<file path="src/rtl/mux_sel_sequencer.sv">
// mux_sel_sequencer
// Upstream driver for an 8:1 multiplexer. A word accepted over a valid/ready
// handshake is held on the mux data bus while the select walks through all
// eight inputs, one index per enabled cycle. Together with the mux this forms
// an 8-bit parallel-to-serial converter. A one-cycle done pulse marks the end
// of each scan, and a new word can be taken in that same cycle.
// All outputs come straight from registers.

module mux_sel_sequencer #(
    parameter bit MSB_FIRST = 1'b0
) (
    input  logic       clk,
    input  logic       rst_n,
    input  logic       in_valid,
    input  logic [7:0] in_data,
    output logic       in_ready,
    input  logic       adv,
    input  logic       abort,
    output logic [3:0] s,
    output logic [7:0] i,
    output logic       active,
    output logic       done
);

    // Scan direction: LSB-first counts up from 0, MSB-first counts down from 7.
    localparam logic [2:0] FIRST_IDX = MSB_FIRST ? 3'd7 : 3'd0;
    localparam logic [2:0] LAST_IDX  = MSB_FIRST ? 3'd0 : 3'd7;

    typedef enum logic [1:0] {
        IDLE = 2'd0,
        SCAN = 2'd1,
        DONE = 2'd2
    } state_t;

    state_t     state_q, state_d;
    logic [2:0] sel_q, sel_d;
    logic [7:0] data_q, data_d;
    logic       active_q, active_d;
    logic       done_q, done_d;
    logic       ready_q, ready_d;

    logic       load;
    logic       atLast;
    logic [2:0] selStep;

    // Handshake acceptance, end-of-scan detection and the next select index.
    always_comb begin
        load    = 1'b0;
        atLast  = (sel_q == LAST_IDX);
        selStep = MSB_FIRST ? (sel_q - 3'd1) : (sel_q + 3'd1);
        if ((state_q == IDLE || state_q == DONE) && in_valid) begin
            load = 1'b1;
        end
    end

    // Next-state logic; the registered outputs are decoded from the next state
    // so that they line up with the state they describe.
    always_comb begin
        state_d  = state_q;
        sel_d    = sel_q;
        data_d   = data_q;
        active_d = 1'b0;
        done_d   = 1'b0;
        ready_d  = 1'b1;

        case (state_q)
            IDLE: begin
                if (load) begin
                    data_d  = in_data;
                    sel_d   = FIRST_IDX;
                    state_d = SCAN;
                end
            end
            SCAN: begin
                // Abort beats adv; the word stays on the bus, select returns to 0.
                if (abort) begin
                    state_d = IDLE;
                    sel_d   = 3'd0;
                end else if (adv) begin
                    if (atLast) begin
                        state_d = DONE;
                    end else begin
                        sel_d = selStep;
                    end
                end
            end
            DONE: begin
                // A waiting word is taken here so scans run back to back.
                if (load) begin
                    data_d  = in_data;
                    sel_d   = FIRST_IDX;
                    state_d = SCAN;
                end else begin
                    state_d = IDLE;
                end
            end
            default: begin
                state_d = IDLE;
                sel_d   = 3'd0;
            end
        endcase

        active_d = (state_d == SCAN);
        done_d   = (state_d == DONE);
        ready_d  = (state_d != SCAN);
    end

    // State and output registers with synchronous active-low reset.
    always_ff @(posedge clk) begin
        if (!rst_n) begin
            state_q  <= IDLE;
            sel_q    <= 3'd0;
            data_q   <= 8'd0;
            active_q <= 1'b0;
            done_q   <= 1'b0;
            ready_q  <= 1'b1;
        end else begin
            state_q  <= state_d;
            sel_q    <= sel_d;
            data_q   <= data_d;
            active_q <= active_d;
            done_q   <= done_d;
            ready_q  <= ready_d;
        end
    end

    // The select's top bit is never used by an 8:1 mux and is tied low.
    assign s        = {1'b0, sel_q};
    assign i        = data_q;
    assign active   = active_q;
    assign done     = done_q;
    assign in_ready = ready_q;

endmodule
</file>
<file path="config.mk">
export PLATFORM = sky130hd
export DESIGN_NAME = mux_sel_sequencer
export DESIGN_NICKNAME = d
export VERILOG_FILES = /design/src/rtl/mux_sel_sequencer.sv
export SDC_FILE = /design/constraint.sdc
export NUM_CORES = 1
export LEC_CHECK = 0
export BUFFER_PORTS_ARGS = -buffer_cell sky130_fd_sc_hd__buf_4
export CAP_MARGIN = 25
export CORE_MARGIN = 2
export CORE_UTILIZATION = 44
export CTS_CLUSTER_SIZE = 14
export DETAILED_ROUTE_END_ITERATION = 12
export MAX_ROUTING_LAYER = met4
export PLACE_DENSITY = 0.75
export SLEW_MARGIN = 40
export SYNTH_ARGS = -nofsm -noshare
export SYNTH_HDL_FRONTEND = slang
export SYNTH_SLANG_ARGS = --single-unit
export TNS_END_PERCENT = 50
</file>
<file path="constraint.sdc">
create_clock -name clk -period 1.5 [get_ports clk]
set_clock_uncertainty 0.05 [all_clocks]
set_input_delay 0.075 -clock clk [delete_from_list [all_inputs] [get_ports clk]]
set_output_delay 0.075 -clock clk [all_outputs]
set_load 0.05 [all_outputs]
</file>
==> results.tsv, run 1 <==
metric	value	unit
status	complete, no violations	
seq_power_share	0.488	
switching_share	0.276	
dieArea	1770	um^2
cp_max_fo	3	
synth_top_area_frac	0.502	
worstHoldStart	adv	
postRouteAntennaNets	0	
floorplan.initialDensity	0.478	
cts_tree	built	
finalSetupTns	0	ns
powerDensity	955	nW/um^2
r2r_slack	0.07	ns
ys_warn_count	0	
placed_cells	103	
synth_fp_nets	80	
synth_area_leaders	dfxtp_1, nand2_1, a21boi_1, nand4bb_4, ha_1	
reg2reg_from	sel_q[0]	
finalHoldViolCount	0	
cts.clk_slew.worst_paths	0.09	ns
stdcell_count	116	
io_buffer_count	26	
grt_pass1_wl	2230	um
final_cell_mix	buf_4, nand2_1, dfxtp_1	
cp-start-kind	flop	
syn_inst	65	
design.final.nets	117	
antenna_cells	0	
die_w	42.1	um
cts_resized	0	
arrival	1.56	ns
grt_max_degree	14	
ios	28	
netlist.top_cell.by_area	dfxtp_1	
drt_pass1_iterations	4	
dr.first_iter.drc_count	7	
first_global_vias	567	
grt_use_total	0.172	
die_h	42.1	um
hold_path_class	in2reg	
areaGrowthSynthToFinish	51.8	%
p_leak	0.445	nW
max_freq	697	MHz
clock-sinks	16	
clock_power_share	0.299	
fin_util	0.726	
critPathKind	reg2reg	
antenna_found_initial	0	
overflow	0	
ys.flop_type	dfxtp_1	
async_flop_share	0	
synth_edf_count	0	
cts_buffers	3	
routed_via_density	4.79	
drt-total-wl	1410	um
combPwrFrac	0.212	
setup_violations	0	
avgSynthCellArea	9.82	um^2
nFillCells	101	
fp-row-count	13	
post-route-min-period	1.43	ns
final_common_cell	buf_4	
synth-seq-area-share	0.502	
worst_r2r_path_depth	5	
slew_violations	0	
ctsLongestPathBuffers	2	
vias	556	
netSwitchingPower	255	uW
fin_crit_sh	0.956	
cts_root_buffer	clkbuf_4	
cts_max_level	1	
cp-startpoint	sel_q[0]	
wire_per_inst	12.1	um
maxCapViolCount	0	
synth-seq-cells	16	
p_int	670	uW
holdPathStages	3	
core	1330	um^2
drive_above_1_share	0.386	
place.gp.congestion	0.772	
dp_hpwl	930	um
end_kind	flop	
clk_latency	0.28	ns
synth_cell_type_count	20	
drc	0	
grt_setup_unrepaired	false	
critPathRequiredTime	1.62	ns
syn_area	638	um^2
ir_worst_vdd	594	uV
-- power by group through the flow --
stage / combinational, mW / clock [mW] / sequential [mW]
2_1_floorplan: 0.0569 / 0 / 0.522
3_3_place_gp: 0.175 / 0 / 0.461
3_5_place_dp: 0.178 / 0 / 0.462
4_1_cts: 0.195 / 0.288 / 0.452
5_1_grt: 0.209 / 0.302 / 0.454
6_report: 0.196 / 0.277 / 0.452
-- cell families (layout without fill, tap and decap cells) --
kind of cell / count (synthesis) / in the layout / share of synthesized area
AND/OR/NAND/NOR: 27 / 27 / 0.222
flip-flops: 16 / 16 / 0.502
AO/OA/AOI/OAI: 14 / 14 / 0.176
buffers and inverters: 4 / 40 / 0.0372
adder cells (fa/ha/maj): 2 / 2 / 0.0392
other: 1 / 1 / 0.00588
multiplexers: 1 / 1 / 0.0176
-- routing by layer --
layer	track usage	part of all wire
met1	0.175	0.41
met2	0.306	0.52
met3	0.0345	0.049
met4	0.100	0.023
met5	-	0
-- through the flow --
stage | total power [mW] | hold WS [ns] | setup slack [ns] | instance area, um^2
after CTS | 0.935 | 0.00483 | 0.0383 | 961
final | 0.925 | 0.0150 | 0.0661 | 968
after floorplan | 0.578 | 0.160 | 0.0105 | 647
after detailed placement | 0.639 | 0.284 | 0.0577 | 845
after global routing | 0.966 | 0.0241 | 0.00320 | 968
after global placement | 0.636 | 0.274 | 0.0979 | 845
-- area by class of cell --
| type | instances | area [um^2] | share of cell area |
|---|---|---|---|
| Timing Repair Buffer | 36 | 290 | 0.300 |
| Sequential cell | 16 | 329 | 0.340 |
| Multi-Input combinational cell | 45 | 294 | 0.304 |
| Tap cell | 15 | 18.8 | 0.0194 |
| Clock buffer | 4 | 36.3 | 0.0375 |
-- cell usage after synthesis, drive strengths merged (2+ instances only) --
cell type and instances:
nor2 4, nand2 17, a22o 2, a21boi 8, ha 2, buf 3, dfxtp 16, o21a 2
nor2b 2
-- worst paths after layout --
kind | to
setup / recovery | sel_q[0]
hold / removal | done
setup reg to reg | sel_q[0]
hold reg to reg | i[6]
-- worst max-delay path, stage by stage, from the launching register on --
cell and delay (ns):
dfxtp_4 0.35, ha_1 0.19, ha_1 0.18, and2b_1 0.22, o2bb2ai_2 0.08, mux2_2 0.26
-- state kept, by name, indices dropped and copies added, names as in the netlist --
register,cells
i,8
done,1
in_ready,1
sel_q,3
state_q,2
active,1
-- what timing repair did --
item / 4_1_cts / 5_1_grt
hold buffers: 8 / 0
setup endpoints to repair: 0 / 1
hold endpoints to repair: 8 / 0
setup buffers: 0 / 1
Note: power is estimated with default switching activity, not from simulation.
==> inputs of run 2 (changes only) <==
Settings changed: ABC_AREA set to 1, PLACE_DENSITY 0.75 to not set, PLACE_DENSITY_LB_ADDON set to 0.2.
==> results.tsv, run 2 <==
metric	value	unit	change
ys.flop_type	dfxtp_1		
largest_register_ffs	8		unchanged
die_h	42.5	um	+0.89%
rr_endpoint	sel_q[0]		
ys_top_cells_by_count	nor2_1, dfxtp_1, nand2_1, o21ai_0, inv_1		
end_kind	flop		
design.final.nets	137		+17%
overflow	0		unchanged
maxCapViolCount	0		unchanged
r2r_slack	0.20	ns	+0.13 ns
crit_chain	ha_1, ha_1, inv_1, nand2_1, nand3_2, nand3_1, nand2_1, nor2_1		
cts_tree	built		
cts.clk_slew.worst_paths	0.09	ns	about the same
cts_buffers	3		unchanged
first_global_vias	634		+12%
core	1330	um^2	unchanged
switching_share	0.321		+0.0452
place.gp.congestion	0.754		-2.4%
max_stage_delay	0.34	ns	about the same
fp-row-count	13		unchanged
drive_above_1_share	0.339		-0.0473
synth-seq-cells	16		unchanged
cp-startpoint	sel_q[0]		
floorplan.initialDensity	0.488		+0.00938
ir_worst_vdd	792	uV	+33%
hold_path_class	in2reg		
final_cell_mix	buf_4, nor2_1, dfxtp_1		
netSwitchingPower	332	uW	+30%
worst_r2r_path_depth	8		+3
areaGrowthSynthToFinish	50.6	%	
arrival	1.44	ns	-0.12 ns
fin_crit_sh	0.869		-0.0872
seq_power_share	0.457		-0.031
drt-total-wl	1560	um	+11%
cts_root_buffer	clkbuf_4		
grt_setup_unrepaired	false		
grt_use_total	0.210		+0.0378
io_buffer_count	26		unchanged
slew_violations	0		unchanged
dieArea	1800	um^2	+1.8%
ys_warn_count	0		unchanged
finalHoldViolCount	0		unchanged
drt_pass1_iterations	4		unchanged
syn_area	651	um^2	+2.0%
clock_power_share	0.277		-0.022
synth_top_area_frac	0.492		-0.00965
cts_resized	0		unchanged
clk_latency	0.28	ns	about the same
cp-start-kind	flop		
vias	645		+16%
netlist.top_cell.by_area	dfxtp_1		
ios	28		unchanged
reg2reg_from	sel_q[0]		
antenna_found_initial	0		unchanged
final_common_cell	buf_4		
postRouteAntennaNets	0		unchanged
critPathRequiredTime	1.63	ns	about the same
ctsLongestPathBuffers	2		unchanged
die_w	42.5	um	+0.89%
powerDensity	1050	nW/um^2	+10%
syn_inst	84		+29%
synth-seq-area-share	0.492		-0.00965
synth_edf_count	0		unchanged
wire_per_inst	11.4	um	-5.7%
dp_hpwl	1050	um	+13%
antenna_cells	0		unchanged
finalSetupTns	0	ns	unchanged
synth_most_common_cell	nor2_1		
pre_cts_ws	0.207	ns	+0.149 ns
p_int	701	uW	+4.7%
avgSynthCellArea	7.75	um^2	-21%
synth_fp_nets	99		+24%
drc	0		unchanged
routed_via_density	4.74		-1.1%
async_flop_share	0		unchanged
grt_pass1_wl	2750	um	+23%
max_freq	767	MHz	+10%
placed_cells	124		+20%
grt_max_degree	13		-1
cp_slowest_cell	dfxtp_2		
synth_cell_type_count	18		-10%
stdcell_count	136		+17%
cts_max_level	1		unchanged
dr.first_iter.drc_count	8		+1
status	complete, no violations		
fin_ws	0.197	ns	+0.131 ns
setup_violations	0		unchanged
p_leak	0.484	nW	+8.8%
crit_end	sel_q[0]		
cp_max_fo	6		+3
clock-sinks	16		unchanged
post-route-min-period	1.30	ns	-0.131 ns
power	1.03	mW	+12%
combPwrFrac	0.266		+0.054
synth_area_leaders	dfxtp_1, nor2_1, o21ai_0, nand2_1, ha_1		
critPathKind	reg2reg		
==> run 2: cell types whose count changed in the layout (fill, tap and decap cells not counted), sizes merged, moves of 4 or more <==
cell and change:
nor2 +20, inv +9, nand3 +4, nand2 -7, a21oi +5, a21boi -8
o21ai +7
==> run 2: repair_timing <==
action | CTS | global route
hold buffers | 8 | 0
buffers inserted | 0 | 0
hold endpoints to repair | 8 | 0
==> run 2: area by class of cell <==
class	instances	area [um^2]
Sequential cell	16	323
Fill cell	109	354
Clock buffer	4	36.3
Tap cell	15	18.8
Multi-Input combinational cell	57	285
Timing Repair Buffer	35	283
Inverter	9	33.8
==> run 2: how the worst min path moves through the flow <==
| stage | to | startpoint | cells after the start | slack (ns) |
|---|---|---|---|---|
| after global routing | sel_q[1] | rst_n | 3 | 0.008 |
| after floorplan | i[0] | in_data[0] | 2 | 0.16 |
| after CTS | sel_q[1] | rst_n | 3 | 0.01 |
| after detailed placement | i[4] | in_data[4] | 3 | 0.25 |
| final | sel_q[1] | rst_n | 3 | 0.02 |
| after global placement | i[1] | in_data[1] | 3 | 0.25 |
==> run 2: routing by layer <==
metal  up-vias  track usage  wire [um]
met1       288        0.220        644
met3         2       0.0431         70
met5         -            -          0
met2        20        0.375        829
li1        335            -          -
met4         0       0.0938         12
==> run 2: kinds of logic after synthesis <==
group / count (synthesis) / synth area share
other cells: 1 / 0.00576
compound gates: 13 / 0.106
buf+inv: 11 / 0.0692
simple gates: 41 / 0.288
flops: 16 / 0.492
fa+ha+maj: 2 / 0.0385
==> run 2: critical path, delay by kind of cell (launching register included) <==
family	cells	cell delay [ns]
flip-flops	1	0.34
adder cells (fa/ha/maj)	2	0.39
AND/OR/NAND/NOR	5	0.38
buffers and inverters	1	0.06
==> run 2: power groups by stage <==
stage | Clock (mW) | Combinational [mW] | Sequential [mW]
6_report | 0.286 | 0.275 | 0.472
5_1_grt | 0.314 | 0.296 | 0.476
4_1_cts | 0.290 | 0.275 | 0.472
3_5_place_dp | 0 | 0.258 | 0.481
3_3_place_gp | 0 | 0.253 | 0.480
2_1_floorplan | 0 | 0.0766 | 0.575
==> run 2: stage by stage <==
stage / hold slack, ns / instance area (um^2) / util
CTS: 0.0140 / 980 / 0.735
detailed placement: 0.253 / 863 / 0.647
floorplan: 0.160 / 653 / -
global route: 0.00781 / 980 / 0.735
global placement: 0.245 / 863 / 0.647
finish: 0.0201 / 980 / 0.735
==> inputs of run 3 (changes only) <==
Settings changed: RECOVER_POWER set to 50.
==> results.tsv, run 3 (synthesized netlist as in run 2, its figures left out) <==
metric	value	unit	change
status	complete, no violations		
die_w	42.5	um	unchanged
io_buffer_count	26		unchanged
cts_setup_buffers	0		unchanged
nFillCells	124		+14%
switching_share	0.326		+0.00458
dieArea	1800	um^2	unchanged
grt_pass1_wl	2750	um	unchanged
overflow	0		unchanged
cp_max_fo	6		unchanged
netSwitchingPower	329	uW	-0.81%
combPwrFrac	0.252		-0.014
dr.first_iter.drc_count	8		unchanged
areaGrowthSynthToFinish	43.3	%	
grt_setup_unrepaired	false		
ir_worst_vdd	780	uV	-1.5%
relSlewSlack	0.584		
antenna_cells	0		unchanged
antenna_found_initial	0		unchanged
fin_util	0.699		-0.0356
critPathRequiredTime	1.63	ns	about the same
seq_area	323	um^2	unchanged
p_int	681	uW	-2.9%
maxCapViolCount	0		unchanged
dp_hpwl	1050	um	unchanged
multi_input_area	283	um^2	-0.88%
core	1330	um^2	unchanged
final_cell_mix	nor2_1, buf_4, dfxtp_1		
grt_use_total	0.210		unchanged
max_freq	768	MHz	about the same
cp-start-kind	flop		
clock-sinks	16		unchanged
finalSetupTns	0	ns	unchanged
drive_above_1_share	0.231		-0.107
critPathKind	reg2reg		
grt_max_degree	13		unchanged
largest_register_ffs	8		unchanged
power	1.01	mW	-2.2%
cts_resized	0		unchanged
worstMarginPinSlew	0.627	ns	
slew_violations	0		unchanged
cts_buffers	3		unchanged
cts_root_buffer	clkbuf_4		
post-route-min-period	1.30	ns	-0.000784 ns
clock_power_share	0.282		+0.005
wire_per_inst	11.4	um	-0.32%
drc	0		unchanged
design.final.nets	137		unchanged
p_leak	0.436	nW	-9.8%
cts_tree	built		
final_common_cell	nor2_1		
clk_latency	0.28	ns	about the same
postRouteAntennaNets	0		unchanged
cts.clk_slew.worst_paths	0.09	ns	about the same
ctsLongestPathBuffers	2		unchanged
die_h	42.5	um	unchanged
hold_path_class	in2reg		
cts_max_level	1		unchanged
first_global_vias	634		unchanged
end_kind	flop		
finalHoldViolCount	0		unchanged
place.gp.congestion	0.754		unchanged
drt_pass1_iterations	4		unchanged
arrival	1.44	ns	about the same
ios	28		unchanged
fin_crit_sh	0.868		about the same
setup_violations	0		unchanged
hold_buffers	8		unchanged
drt-total-wl	1550	um	-0.32%
fp-row-count	13		unchanged
vias	644		-0.16%
floorplan.initialDensity	0.488		unchanged
routed_via_density	4.74		-0.16%
seq_power_share	0.467		+0.010
powerDensity	1080	nW/um^2	+2.8%
run 3: power groups by stage:
stage	Sequential, mW	Combinational [mW]	Clock (mW)
3_5_place_dp	0.481	0.258	0
4_1_cts	0.472	0.275	0.290
5_1_grt	0.476	0.276	0.314
6_report	0.471	0.254	0.284
3_3_place_gp	0.480	0.253	0
2_1_floorplan	0.575	0.0766	0
run 3: stage by stage:
step                hold slack (ns)  setup slack, ns  instance area (um^2)  std cells
global route                0.00781           0.0709                   932        136
detailed placement            0.253            0.207                   863        124
floorplan                     0.160           0.0674                   653         84
CTS                          0.0140            0.197                   980        136
global placement              0.245            0.248                   863        124
finish                       0.0171            0.198                   932        136
run 3: worst paths after layout:
| check | endpoint | startpoint | cells past startpoint | slack, ns |
|---|---|---|---|---|
| worst max register to register | sel_q[0] | sel_q[0] | 8 | 0.20 |
| worst min-delay path | sel_q[1] | rst_n | 3 | 0.02 |
| worst min register to register | sel_q[1] | sel_q[1] | 2 | 0.46 |
| worst max-delay path | sel_q[0] | sel_q[0] | 8 | 0.20 |
run 3: layout make-up:
cell class | count | area share
Clock buffer | 4 | 0.0389
Inverter | 9 | 0.0362
Multi-Input combinational cell | 57 | 0.303
Sequential cell | 16 | 0.346
Tap cell | 15 | 0.0201
Timing Repair Buffer | 35 | 0.255
run 3: metal layers:
layer | routed length [um] | track usage
met1 | 626 | 0.220
met2 | 823 | 0.375
met3 | 89 | 0.0431
met4 | 12 | 0.0938
met5 | 0 | -
run 3: critical path, stage by stage (launching register included):
cell,delay (ns)
dfxtp_2,0.34
ha_1,0.19
ha_1,0.20
inv_1,0.06
nand2_1,0.06
nand3_2,0.13
nand3_1,0.08
nand2_1,0.07
nor2_1,0.04
